==> src/rtl/can_tx_frame.sv <==
// rtl/can_tx_frame.sv - CAN 2.0A frame transmitter with bit stuffing, CRC-15 and readback checking
module can_tx_frame #(
    parameter int clk_speed_MHz      = 100,
    parameter int can_bit_rate_Kbits = 1000
) (
    input  logic        clk,
    input  logic        rst_n,
    input  logic        tx_start,
    input  logic [10:0] tx_id,
    input  logic        tx_rtr,
    input  logic [3:0]  tx_dlc,
    input  logic [63:0] tx_data,
    input  logic        rx_din,
    output logic        tx_dout,
    output logic        tx_busy,
    output logic        tx_done,
    output logic        arb_lost,
    output logic        ack_err,
    output logic        bit_err
);
    localparam int BIT_CLKS = clk_speed_MHz * 1000 / can_bit_rate_Kbits;
    localparam int SP       = BIT_CLKS * 7 / 10;
    localparam int TW       = (BIT_CLKS > 1) ? $clog2(BIT_CLKS) : 1;
    localparam logic [TW-1:0] TICK_LAST = TW'(BIT_CLKS - 1);
    localparam logic [TW-1:0] TICK_SP   = TW'(SP);

    typedef enum logic [3:0] {
        S_IDLE, S_SOF, S_ARB, S_CTRL, S_DATA, S_CRC,
        S_CRC_DEL, S_ACK_SLOT, S_ACK_DEL, S_EOF, S_IFS
    } state_t;

    state_t        r_state, w_state;
    logic [TW-1:0] r_tick, w_tick;
    logic [6:0]    r_cnt, w_cnt;
    logic [17:0]   r_hdr, w_hdr;
    logic [6:0]    r_nbits, w_nbits;
    logic [63:0]   r_data, w_data;
    logic [14:0]   r_crc, w_crc;
    logic [2:0]    r_run, w_run;
    logic          r_last, w_last;
    logic          r_tx_dout, w_dout;
    logic          r_done, w_done;
    logic          r_arb, w_arb;
    logic          r_ack, w_ack;
    logic          r_berr, w_berr;
    logic          w_bit;
    logic          w_crc_en;
    logic          w_in_stuff;

    function automatic logic [14:0] f_crc(input logic [14:0] c, input logic b);
        f_crc = {c[13:0], 1'b0} ^ ((b ^ c[14]) ? 15'h4599 : 15'h0000);
    endfunction

    assign w_in_stuff = r_state inside {S_SOF, S_ARB, S_CTRL, S_DATA, S_CRC};

    // Invariant: r_hdr[17], r_data[63] and r_crc[14] hold the field bit currently on the wire.
    always_comb begin
        w_state  = r_state;
        w_tick   = r_tick;
        w_cnt    = r_cnt;
        w_hdr    = r_hdr;
        w_nbits  = r_nbits;
        w_data   = r_data;
        w_crc    = r_crc;
        w_run    = r_run;
        w_last   = r_last;
        w_dout   = r_tx_dout;
        w_done   = 1'b0;
        w_arb    = 1'b0;
        w_ack    = 1'b0;
        w_berr   = 1'b0;
        w_bit    = 1'b1;
        w_crc_en = 1'b0;
        if (r_state == S_IDLE) begin
            w_tick = '0;
            w_dout = 1'b1;
            if (tx_start) begin
                w_state = S_SOF;
                w_dout  = 1'b0;
                w_cnt   = '0;
                w_hdr   = {tx_id, tx_rtr, 2'b00, tx_dlc};
                w_nbits = tx_rtr ? 7'd0 : ((tx_dlc > 4'd8) ? 7'd64 : {tx_dlc, 3'b000});
                w_data  = tx_data;
                w_crc   = '0;
                w_run   = 3'd1;
                w_last  = 1'b0;
            end
        end else if (r_tick == TICK_SP) begin
            w_tick = r_tick + 1'b1;
            case (r_state)
                S_ARB: begin
                    w_arb  = r_tx_dout & ~rx_din;
                    w_berr = ~r_tx_dout & rx_din;
                end
                S_ACK_SLOT: w_ack  = rx_din;
                S_IFS:      w_berr = 1'b0;
                default:    w_berr = rx_din ^ r_tx_dout;
            endcase
            if (w_arb | w_ack | w_berr) begin
                w_state = S_IDLE;
                w_tick  = '0;
                w_dout  = 1'b1;
            end
        end else if (r_tick != TICK_LAST) begin
            w_tick = r_tick + 1'b1;
        end else begin
            w_tick = '0;
            if (w_in_stuff && r_run == 3'd5) begin
                // Stuff bit: field pointer holds, CRC untouched.
                w_dout = ~r_last;
                w_last = ~r_last;
                w_run  = 3'd1;
            end else begin
                case (r_state)
                    S_SOF: begin
                        w_state  = S_ARB;
                        w_cnt    = '0;
                        w_bit    = r_hdr[17];
                        w_crc_en = 1'b1;
                    end
                    S_ARB, S_CTRL: begin
                        w_bit    = r_hdr[16];
                        w_hdr    = {r_hdr[16:0], 1'b0};
                        w_crc_en = 1'b1;
                        w_cnt    = r_cnt + 7'd1;
                        if (r_state == S_ARB && r_cnt == 7'd11) begin
                            w_state = S_CTRL;
                            w_cnt   = '0;
                        end else if (r_state == S_CTRL && r_cnt == 7'd5) begin
                            w_cnt = '0;
                            if (r_nbits != 7'd0) begin
                                w_state = S_DATA;
                                w_bit   = r_data[63];
                            end else begin
                                w_state  = S_CRC;
                                w_bit    = r_crc[14];
                                w_crc_en = 1'b0;
                            end
                        end
                    end
                    S_DATA: begin
                        if (r_cnt == r_nbits - 7'd1) begin
                            w_state = S_CRC;
                            w_cnt   = '0;
                            w_bit   = r_crc[14];
                        end else begin
                            w_bit    = r_data[62];
                            w_data   = {r_data[62:0], 1'b0};
                            w_cnt    = r_cnt + 7'd1;
                            w_crc_en = 1'b1;
                        end
                    end
                    S_CRC: begin
                        if (r_cnt == 7'd14) begin
                            w_state = S_CRC_DEL;
                        end else begin
                            w_bit = r_crc[13];
                            w_crc = {r_crc[13:0], 1'b0};
                            w_cnt = r_cnt + 7'd1;
                        end
                    end
                    S_CRC_DEL:  w_state = S_ACK_SLOT;
                    S_ACK_SLOT: w_state = S_ACK_DEL;
                    S_ACK_DEL: begin
                        w_state = S_EOF;
                        w_cnt   = '0;
                    end
                    S_EOF: begin
                        w_cnt = r_cnt + 7'd1;
                        if (r_cnt == 7'd6) begin
                            w_state = S_IFS;
                            w_cnt   = '0;
                        end
                    end
                    S_IFS: begin
                        w_cnt = r_cnt + 7'd1;
                        if (r_cnt == 7'd2) begin
                            w_state = S_IDLE;
                            w_done  = 1'b1;
                        end
                    end
                    default: w_state = S_IDLE;
                endcase
                w_dout = w_bit;
                if (w_crc_en) begin
                    w_crc = f_crc(r_crc, w_bit);
                end
                if (w_state inside {S_ARB, S_CTRL, S_DATA, S_CRC}) begin
                    w_run  = (w_bit == r_last) ? r_run + 3'd1 : 3'd1;
                    w_last = w_bit;
                end
            end
        end
    end

    always_ff @(posedge clk) begin
        if (!rst_n) begin
            r_state   <= S_IDLE;
            r_tick    <= '0;
            r_cnt     <= '0;
            r_hdr     <= '0;
            r_nbits   <= '0;
            r_data    <= '0;
            r_crc     <= '0;
            r_run     <= '0;
            r_last    <= 1'b0;
            r_tx_dout <= 1'b1;
            r_done    <= 1'b0;
            r_arb     <= 1'b0;
            r_ack     <= 1'b0;
            r_berr    <= 1'b0;
        end else begin
            r_state   <= w_state;
            r_tick    <= w_tick;
            r_cnt     <= w_cnt;
            r_hdr     <= w_hdr;
            r_nbits   <= w_nbits;
            r_data    <= w_data;
            r_crc     <= w_crc;
            r_run     <= w_run;
            r_last    <= w_last;
            r_tx_dout <= w_dout;
            r_done    <= w_done;
            r_arb     <= w_arb;
            r_ack     <= w_ack;
            r_berr    <= w_berr;
        end
    end

    assign tx_dout  = r_tx_dout;
    assign tx_busy  = (r_state != S_IDLE);
    assign tx_done  = r_done;
    assign arb_lost = r_arb;
    assign ack_err  = r_ack;
    assign bit_err  = r_berr;
endmodule

==> config.mk <==
export PLATFORM = sky130hd
export DESIGN_NAME = can_tx_frame
export DESIGN_NICKNAME = d
export VERILOG_FILES = /design/src/rtl/can_tx_frame.sv
export SDC_FILE = /design/constraint.sdc
export NUM_CORES = 1
export LEC_CHECK = 0
export ABC_AREA = 1
export CAP_MARGIN = 20
export CORE_AREA = 2 2 121 134
export CTS_CLUSTER_DIAMETER = 60
export DETAILED_ROUTE_END_ITERATION = 8
export DIE_AREA = 0 0 123 136
export PLACE_DENSITY = 0.68
export SLEW_MARGIN = 20
export SYNTH_ARGS = -nofsm -noshare
export SYNTH_HDL_FRONTEND = slang
export SYNTH_SLANG_ARGS = --single-unit
==> constraint.sdc <==
create_clock -name clk -period 2.89 [get_ports clk]
set_input_delay 0.578 -clock clk [delete_from_list [all_inputs] [get_ports clk]]
set_output_delay 0.578 -clock clk [all_outputs]
set_load 0.02 [all_outputs]
* Yosys cells after proc, flatten, opt, wreduce, memory -nomap -nowiden
Index checks and enable logic that the tools add are counted.
** Word-level totals
- Logic and storage cells :: 197
- Bits in registers :: 131
** Operators by class
- Reductions and logical operators :: 27
- Add/subtract/negate cells :: 4
- Bitwise operators :: 13
- Magnitude comparators :: 1
- Eq/ne operators :: 34
- Muxes and demuxes :: 104
** Operators with widths (count)
- 64-bit 2-to-1 mux :: 7
- 15-bit 2-to-1 mux :: 9
- 18-bit 2-to-1 mux :: 6
- 7-bit 2-to-1 mux :: 15
- 4-bit 2-to-1 mux :: 16
- 7-bit one-hot mux with 6 select lines :: 1
- 1-bit 2-to-1 mux :: 39
- 4-bit one-hot mux with 9 select lines :: 1
- 4-bit by 3-bit == test with 1-bit output, second input constant :: 6
- 3-bit 2-to-1 mux :: 7
- 6-bit AND reduction :: 3
- 4-bit by 2-bit == test with 1-bit output, second input constant :: 4
- 15-bit XOR :: 1
- 7-bit by 1-bit adder with 7-bit output, second input constant :: 2
- 7-bit by 3-bit == test with 1-bit output, second input constant :: 2
- 7-bit by 4-bit == test with 1-bit output, second input constant :: 2
- 7-bit nonzero test :: 2
- 4-bit == test, second input constant :: 3
- 2-bit != test, second input constant :: 5
- 3-bit != test, second input constant :: 3
- 4-bit AND reduction :: 2
- 4-bit nonzero test :: 2
- 2-bit OR reduction :: 4
- 7-bit by 2-bit == test with 1-bit output, second input constant :: 1
- other kinds (26) :: 40

* Depth between registers and ports, before layout
Gate-level depths: netlist of run 1.
- Depth after elaboration :: 17
- Gate-level depth with buffers :: 16

* Worst setup path after synthesis of run 1
No wires, ideal clock.
- Kind :: register to register
- Start point :: reg r_nbits[3]
- End point :: reg r_crc[10]
- Data required time :: 2.748 ns
- Arrival :: 1.923 ns
- Library setup time :: 0.142 ns
- Path slack :: 0.825 ns
- Period minus slack after synthesis :: 2.065 ns
- Buffers on the path :: 1
- Stages on the path, launching flop included :: 16
- Cells stage by stage :: dfxtp_1 > inv_1 > ha_1 > nand2_1 > inv_1 > nor2_1 > nand2_1 > nor2_1 > nand2_1 > nand2_2 > nand3_4 > o21ai_4 > nor2_4 > buf_6 > nand3_1 > a21oi_2
** On the way
- Longest elaborated chain between the ends :: 17
- Elaborated cells on any way between the ends :: 32
** Ends and longest elaborated chain
- start, declared :: line 36 : logic [6:0] r_nbits, w_nbits;
- start signal, assigned :: line 217 : r_nbits <= w_nbits;
- branches (longest 17 deep; another with 7-bit by 1-bit subtractor with 7-bit output)
- end signal, assigned :: line 219 : r_crc <= w_crc;
- end, declared :: line 38 : logic [14:0] r_crc, w_crc;
Parallel ways; which one is timed is not known. The select of a mux whose other input is x is not followed.
A chain may end at the register's enable or synchronous reset.

* Final worst setup path of run 1
- Start point :: reg r_state[0]
- End point :: out tx_busy
** On the way
- Longest elaborated chain between the ends :: 1
** Ends and longest elaborated chain
- start, declared :: line 32 : state_t r_state, w_state;
- start signal, assigned :: line 213 : r_state <= w_state;
- 4-bit nonzero test :: line 231 : assign tx_busy = (r_state != S_IDLE);
- end, declared :: line 15 : output logic tx_busy,
Every way passes these cells.

==> summary.txt, run 1 <==
Timing
  • Setup TNS Final: 0 ns
  • Worst hold slack: 0.460 ns
  • Final hold violation count: 0
  • Actual slew at the worst max-slew pin: approximately 0.67 ns
  • Max-slew headroom: 55.0%
  • Final worst-path cycle share: around nine tenths
  • Final setup viols: 0
  • Final min period: 2.59 ns
  • Clk_skew: 0.00547 ns
  • RSZ-0062 raised after global routing: false
  • Max-slew violation count: 0
  • FMAX: between 300 and 400 MHz

Global route
  • Tot GR Track Use: 19.0%
  • Congestion Overflow GR: 0
  • Number of global-route vias before repair: ~5500
  • First-pass GRT wire length: 25600 um
  • Largest net degree at the start of global routing: 75
  • Initial antenna violation count: 0

Placement
  • Gpl congestion: between 0.8 and 0.9
  • I/O Buffers: 89
  • Post-Place Cells: 1143
  • Hpwl dp: between 10000 and 15000 um
  • Placed Area: between 7000 and 8000 um2

Die
  • Core area: 15500 um2
  • I/O pin total: 90
  • FP Rows: between 40 and 50
  • Die area: 16700 um2
  • Starting utilization of the core area: around 44%
  • Die Y: 136 um
  • Die width: between 100 and 150 um

Finish
  • Antenna diodes: 0
  • Fillers: 1485
  • Post-route insts no fill: approximately 1200
  • Share of cells above drive strength 1: roughly 14%
  • Final std cell area, no fill: around 8500 um2
  • Commonest non-fill, non-tap cell in the layout: nand2_1
  • # nets final: 1057
  • Layout area overhead: 24.6%
  • Layout Utilization: 54.5%
  • Most frequent cells in the layout: nand2_1 (147), dfxtp_1 (128), inv_1 (117), nor2_1 (107), clkdlybuf4s50_1 (89)

Yosys
  • Syn_area_per_cell: between 7 and 8 um2
  • Post-synth net total: around 980
  • Cell Area, Synth: just under 7000 um2
  • Flops & latches, synth: 128
  • Synth warnings: 0
  • Yosys cell types: 43
  • Seq/Total Area, Yosys: between 30% and 40%
  • Cells after synthesis: between 800 and 900

Pwr
  • VDD IR max: slightly below 600 uV
  • PwrDens: 1220 nW/um2
  • Cell leakage power: around 0.0032 uW

Critical path
  • Worst-path fanout max: 10
  • Crit end category: output pin
  • CP Launch Type: flip-flop
  • Critical path data required time: 2.31 ns
  • Worst Path Arrival: ~2.0 ns
  • Kind of critical path: flip-flop to output pin

Clock tree
  • Clock Sinks: 128
  • CTS Buf Count: 17
  • Clock root buffer master: clkbuf_16
  • Worst-skew pair later-pin latency: roughly 0.4 ns
  • Hold buffer count at cts: 0
  • CTS tree: yes
  • PostCTS Resize Cnt: 0
  • Setup repair bufs after CTS: 0
  • H-tree Lvls: 4
  • Clock Pin Slew Worst Setup and Hold Paths: about 0.060 ns
  • Worst-case clock buffer depth: 2

Routing
  • DRC errors left: 0
  • Initial drt markers: roughly 340
  • Length of the first detailed-routing pass in iterations: 5
  • Vias post-DR: about 6000
  • Vias per cell: 5.08
  • Post-Route WL: approximately 15000 um
  • WL/cell: roughly 13 um
  • Post-DRT Antenna Nets: 0

Min path
  • Hold/Removal Path Class: flip-flop to flip-flop

Outcome
  • Status: complete, no violations

Run
  • Max Cap Violations: 0
==> worst paths after layout <==
kind              depth (start not counted)                     from                      end  slack [ns]
setup / recovery                          5  r_state[0]$_SDFFE_PN0P_                  tx_busy        0.30
hold reg to reg                           2    r_crc[1]$_SDFFE_PN0P_    r_crc[2]$_SDFFE_PN0P_        0.46
hold / removal                            2    r_crc[1]$_SDFFE_PN0P_    r_crc[2]$_SDFFE_PN0P_        0.46
setup reg to reg                         14  r_nbits[3]$_SDFFE_PN0P_  r_data[45]$_SDFFE_PN0P_        0.48
==> routing by layer <==
metal | up-vias | routed length (um) | GRT usage (%)
met1 | 2666 | 7220 | 25.3
met3 | 24 | 713 | 4.15
met2 | 136 | 6870 | 29.8
met4 | 0 | 337 | 7.95
li1 | 3142 | - | -
met5 | - | 0 | 0
==> synth_stat cells (all sizes together) <==
master  count  area share (%)
buf        21             2.1
nor3        7            0.68
dfxtp     128              38
a31oi      15             1.4
nor2      116             7.5
o32ai       2            0.26
nor4        1           0.092
or2         1           0.092
o311ai      1            0.13
o211ai      3            0.33
o31ai       2            0.22
o22ai       4            0.37
nand3      43             3.8
xnor2       2            0.26
nand2     159             9.5
inv       128             7.1
a21oi      32             2.9
ha         11             2.0
nand3b      1            0.11
a211oi    127              17
o21a        1            0.11
o21ai      42             3.5
nand4       5            0.46
xor2        5            0.65
clkbuf     28             1.5
nor3b       2            0.22
==> layout make-up <==
cell class / instances / area, um2 / share of cell area (%)
clock inverter: 9 / 129 / 1.53
sequential: 128 / 2560 / 30.3
multi-input combinational: 582 / 3490 / 41.3
inverter: 128 / 483 / 5.72
clock buffer: 23 / 498 / 5.89
tap: 200 / 250 / 2.96
timing repair buffer: 105 / 1040 / 12.3
==> worst max-delay path, stage by stage (launching register included) <==
cell and delay [ns]:
dfxtp_1 0.47, nor2_2 0.09, inv_2 0.14, nor2_8 0.07
inv_2 0.18, clkdlybuf4s50_1 0.65
==> kinds of logic after synthesis <==
family	after synthesis	share of synthesized area, %
simple gates	335	22.4
compound gates	229	26.1
buf+inv	177	10.8
flops	128	37.8
fa+ha+maj	11	2.03
xor+xnor	7	0.904
==> stage by stage <==
step	power, uW	setup slack, ns
after CTS	10400	0.290
after global routing	11200	0.163
after detailed placement	8080	0.413
after floorplan	7090	0.825
final	10300	0.300
after global placement	8020	0.443
==> power breakdown <==
part           total, uW  leakage, uW  switching [uW]  internal, uW
Combinational       5440      0.00181            3580          1860
Sequential          2610      0.00105             245          2360
Clock               2250     0.000305             785          1470
==> state kept, by name, summed over array words and instances, names as in the netlist <==
register	count
r_run	3
bit_err	1
r_state	4
r_data	64
arb_lost	1
tx_dout	1
r_last	1
r_tick	7
r_cnt	7
r_nbits	4
tx_done	1
r_crc	15
r_hdr	18
ack_err	1
Note: power is estimated with default switching activity, not from simulation.
==> run 2: changes to the inputs <==
Settings changed: CORE_AREA 2 2 121 134 to 10 10 129 142, DIE_AREA 0 0 123 136 to 0 0 139 152.
==> run 2 against run 1 <==
Compared with the run above: non-clock buffer count is 5 lower; core utilization down 0.21 points; die area increased by 26%; clock skew is essentially flat; critical path type unchanged; largest cell class unchanged.
==> summary.txt, run 2 (synthesized netlist as in run 1, its figures left out) <==
Outcome
  • Status: complete, no violations

Clock tree
  • Clock root buffer master: clkbuf_16
  • CTS tree: yes
  • Worst-skew pair later-pin latency: 0.41 ns (about the same)
  • Setup repair bufs after CTS: 0 (unchanged)
  • Hold buffer count at cts: 0 (unchanged)
  • Worst-case clock buffer depth: 2 (unchanged)
  • H-tree Lvls: 4 (unchanged)
  • CTS Buf Count: 17 (unchanged)
  • PostCTS Resize Cnt: 0 (unchanged)
  • Clock Pin Slew Worst Setup and Hold Paths: 0.06 ns (about the same)
  • Clock Sinks: 128 (unchanged)

Finish
  • Final std cell area, no fill: 8420 um2 (-0.38%)
  • Fillers: 1474 (-0.74%)
  • Antenna diodes: 0 (unchanged)
  • Layout area overhead: 24.1%
  • Commonest non-fill, non-tap cell in the layout: nand2_1
  • Share of cells above drive strength 1: 13.2% (-0.84 points)
  • Max reg flops: 64 (unchanged)
  • # nets final: 1052 (-0.47%)
  • Largest regs: r_data x64, r_hdr x18, r_crc x15
  • Top reg by flops: r_data
  • Most frequent cells in the layout: nand2_1 (147), dfxtp_1 (128), inv_1 (117), nor2_1 (107), clkdlybuf4s50_1 (89)
  • Multi-input logic area: 3490 um2 (unchanged)
  • Reg area: 2560 um2 (unchanged)

Pwr
  • Sw Share: 44.8% (+0.056 points)
  • Combinational share of power: 53.6% (+0.8 points)
  • Cell leakage power: 0.00314 uW (-0.77%)
  • VDD IR max: 1150 uV (+96%)
  • Net Sw Power: 4590 uW (-0.52%)
  • Pint: 5650 uW (-0.75%)
  • PwrDens: 1220 nW/um2 (-0.26%)
  • Flop pwr share: 25.5% (+0.2 points)
  • Power, Total: 10200 uW (-0.65%)
  • Part of the power in the clock network: 21.0% (-0.9 points)

Routing
  • DRC errors left: 0 (unchanged)
  • Vias post-DR: 5860 (-1.8%)
  • Post-Route WL: 15900 um (+5.1%)
  • WL/cell: 13.6 um (+5.6%)
  • Post-DRT Antenna Nets: 0 (unchanged)
  • Length of the first detailed-routing pass in iterations: 4 (-1)
  • Vias per cell: 5.01 (-1.3%)
  • Initial drt markers: 381 (+12%)

Timing
  • Setup TNS Final: 0 ns (unchanged)
  • Final hold violation count: 0 (unchanged)
  • Clk_skew: 0.00596 ns (+0.000482 ns)
  • Final Worst Setup Slack: 0.349 ns (+0.0488 ns)
  • Max-slew headroom: 52.5% (-2.5 points)
  • Final setup viols: 0 (unchanged)
  • Final min period: 2.54 ns (-0.0488 ns)
  • Worst hold slack: 0.459 ns (-0.000538 ns)
  • Max-slew violation count: 0 (unchanged)
  • RSZ-0062 raised after global routing: false
  • Final worst-path cycle share: 87.9% (-1.7 points)
  • FMAX: 394 MHz (+1.9%)
  • Actual slew at the worst max-slew pin: 0.706 ns (+0.0310 ns)

Critical path
  • Critical path data required time: 2.31 ns (about the same)
  • Kind of critical path: flip-flop to output pin
  • CP max stage delay: 0.64 ns (about the same)
  • Crit-path leading delay family: buffers and inverters
  • Crit path buffers/inverters: 3 (unchanged)
  • Critical path, cell by cell: nor2_2 -> inv_2 -> nor2_8 -> inv_2 -> clkdlybuf4s50_1
  • Worst-path fanout max: 6 (-4)
  • Most frequent CP cell: inv_2
  • Worst path slowest cell: clkdlybuf4s50_1
  • Worst Path Arrival: 1.96 ns (-0.05 ns)
  • CP Launch Type: flip-flop
  • Crit end category: output pin

Die
  • Die Y: 152 um (+12%)
  • Starting utilization of the core area: 43.8% (unchanged)
  • I/O pin total: 90 (unchanged)
  • Die area: 21100 um2 (+26%)
  • FP Rows: 48 (unchanged)
  • Die width: 139 um (+13%)
  • Core area: 15500 um2 (unchanged)

Run
  • Max Cap Violations: 0 (unchanged)

Global route
  • Congestion Overflow GR: 0 (unchanged)
  • First-pass GRT wire length: 26900 um (+4.8%)
  • Most crowded layer after global routing: met2
  • Met3 Track Usage GR: 3.30% (-0.85 points)
  • Largest net degree at the start of global routing: 125 (+67%)
  • Met2 Track Usage GR: 23.7% (-6.2 points)
  • Number of global-route vias before repair: 5494 (-0.87%)
  • Tot GR Track Use: 14.9% (-4.1 points)
  • Global-route met1 utilization: 19.4% (-5.9 points)
  • Initial antenna violation count: 0 (unchanged)

Placement
  • Hpwl dp: 11000 um (+5.1%)
  • Pre-CTS setup slack: 0.446 ns (+0.0330 ns)
  • Gpl congestion: 0.898 (about the same)
  • Placed Area: 7820 um2 (about the same)
  • I/O Buffers: 89 (unchanged)

Min path
  • Hold/Removal Path Class: flip-flop to flip-flop
-- run 2: cell types whose count changed in the layout (fill, tap and decap cells not counted), sizes merged --
cell,before,now
clkbuf,23,27
buf,16,11
clkinvlp,2,1
bufinv,3,2
inv,128,127
clkinv,4,2
-- run 2: worst paths after layout --
check / from / end / slack (ns) / depth (start not counted)
min reg2reg: r_tick[0]$_SDFF_PP0_ / r_tick[0]$_SDFF_PP0_ / 0.46 / 1
max reg2reg: r_nbits[3]$_SDFFE_PN0P_ / r_data[21]$_SDFFE_PN0P_ / 0.47 / 14
min: r_tick[0]$_SDFF_PP0_ / r_tick[0]$_SDFF_PP0_ / 0.46 / 1
max: r_state[0]$_SDFFE_PN0P_ / tx_busy / 0.35 / 5
-- run 2: area by class of cell --
type	count	share of cell area [%]
clock inverter	4	0.862
clock buffer	27	6.21
tap	200	2.97
inverter	128	5.72
multi-input combinational	582	41.5
timing repair buffer	100	12.3
sequential	128	30.4
-- run 2: worst reg2reg max path, delay by kind of cell (launching register included) --
family / cells / cell delay (ns)
simple gates: 8 / 0.94
fa+ha+maj: 1 / 0.32
flops: 1 / 0.40
compound gates: 2 / 0.30
buf+inv: 3 / 0.37
-- run 2: routing by layer --
layer / vias to the layer above / wire (um)
met4: 0 / 271
li1: 3117 / -
met5: - / 0
met2: 95 / 7240
met3: 22 / 560
met1: 2626 / 7840
-- run 2: stage by stage --
| stage | utilization (%) | instances |
|---|---|---|
| 2_1_floorplan | - | 887 |
| 3_3_place_gp | 50.5 | 1138 |
| 3_5_place_dp | 50.5 | 1138 |
| 4_1_cts | 54.3 | 1169 |
| 5_1_grt | 54.3 | 1169 |
| 6_report | 54.3 | 1169 |
-- run 2: power groups by stage --
stage	registers, uW	clock network (uW)	logic (uW)
after floorplan	2580	0	4500
after global placement	2630	0	5410
after detailed placement	2640	0	5480
after CTS	2610	2180	5500
after global routing	2660	2250	6190
final	2610	2150	5490
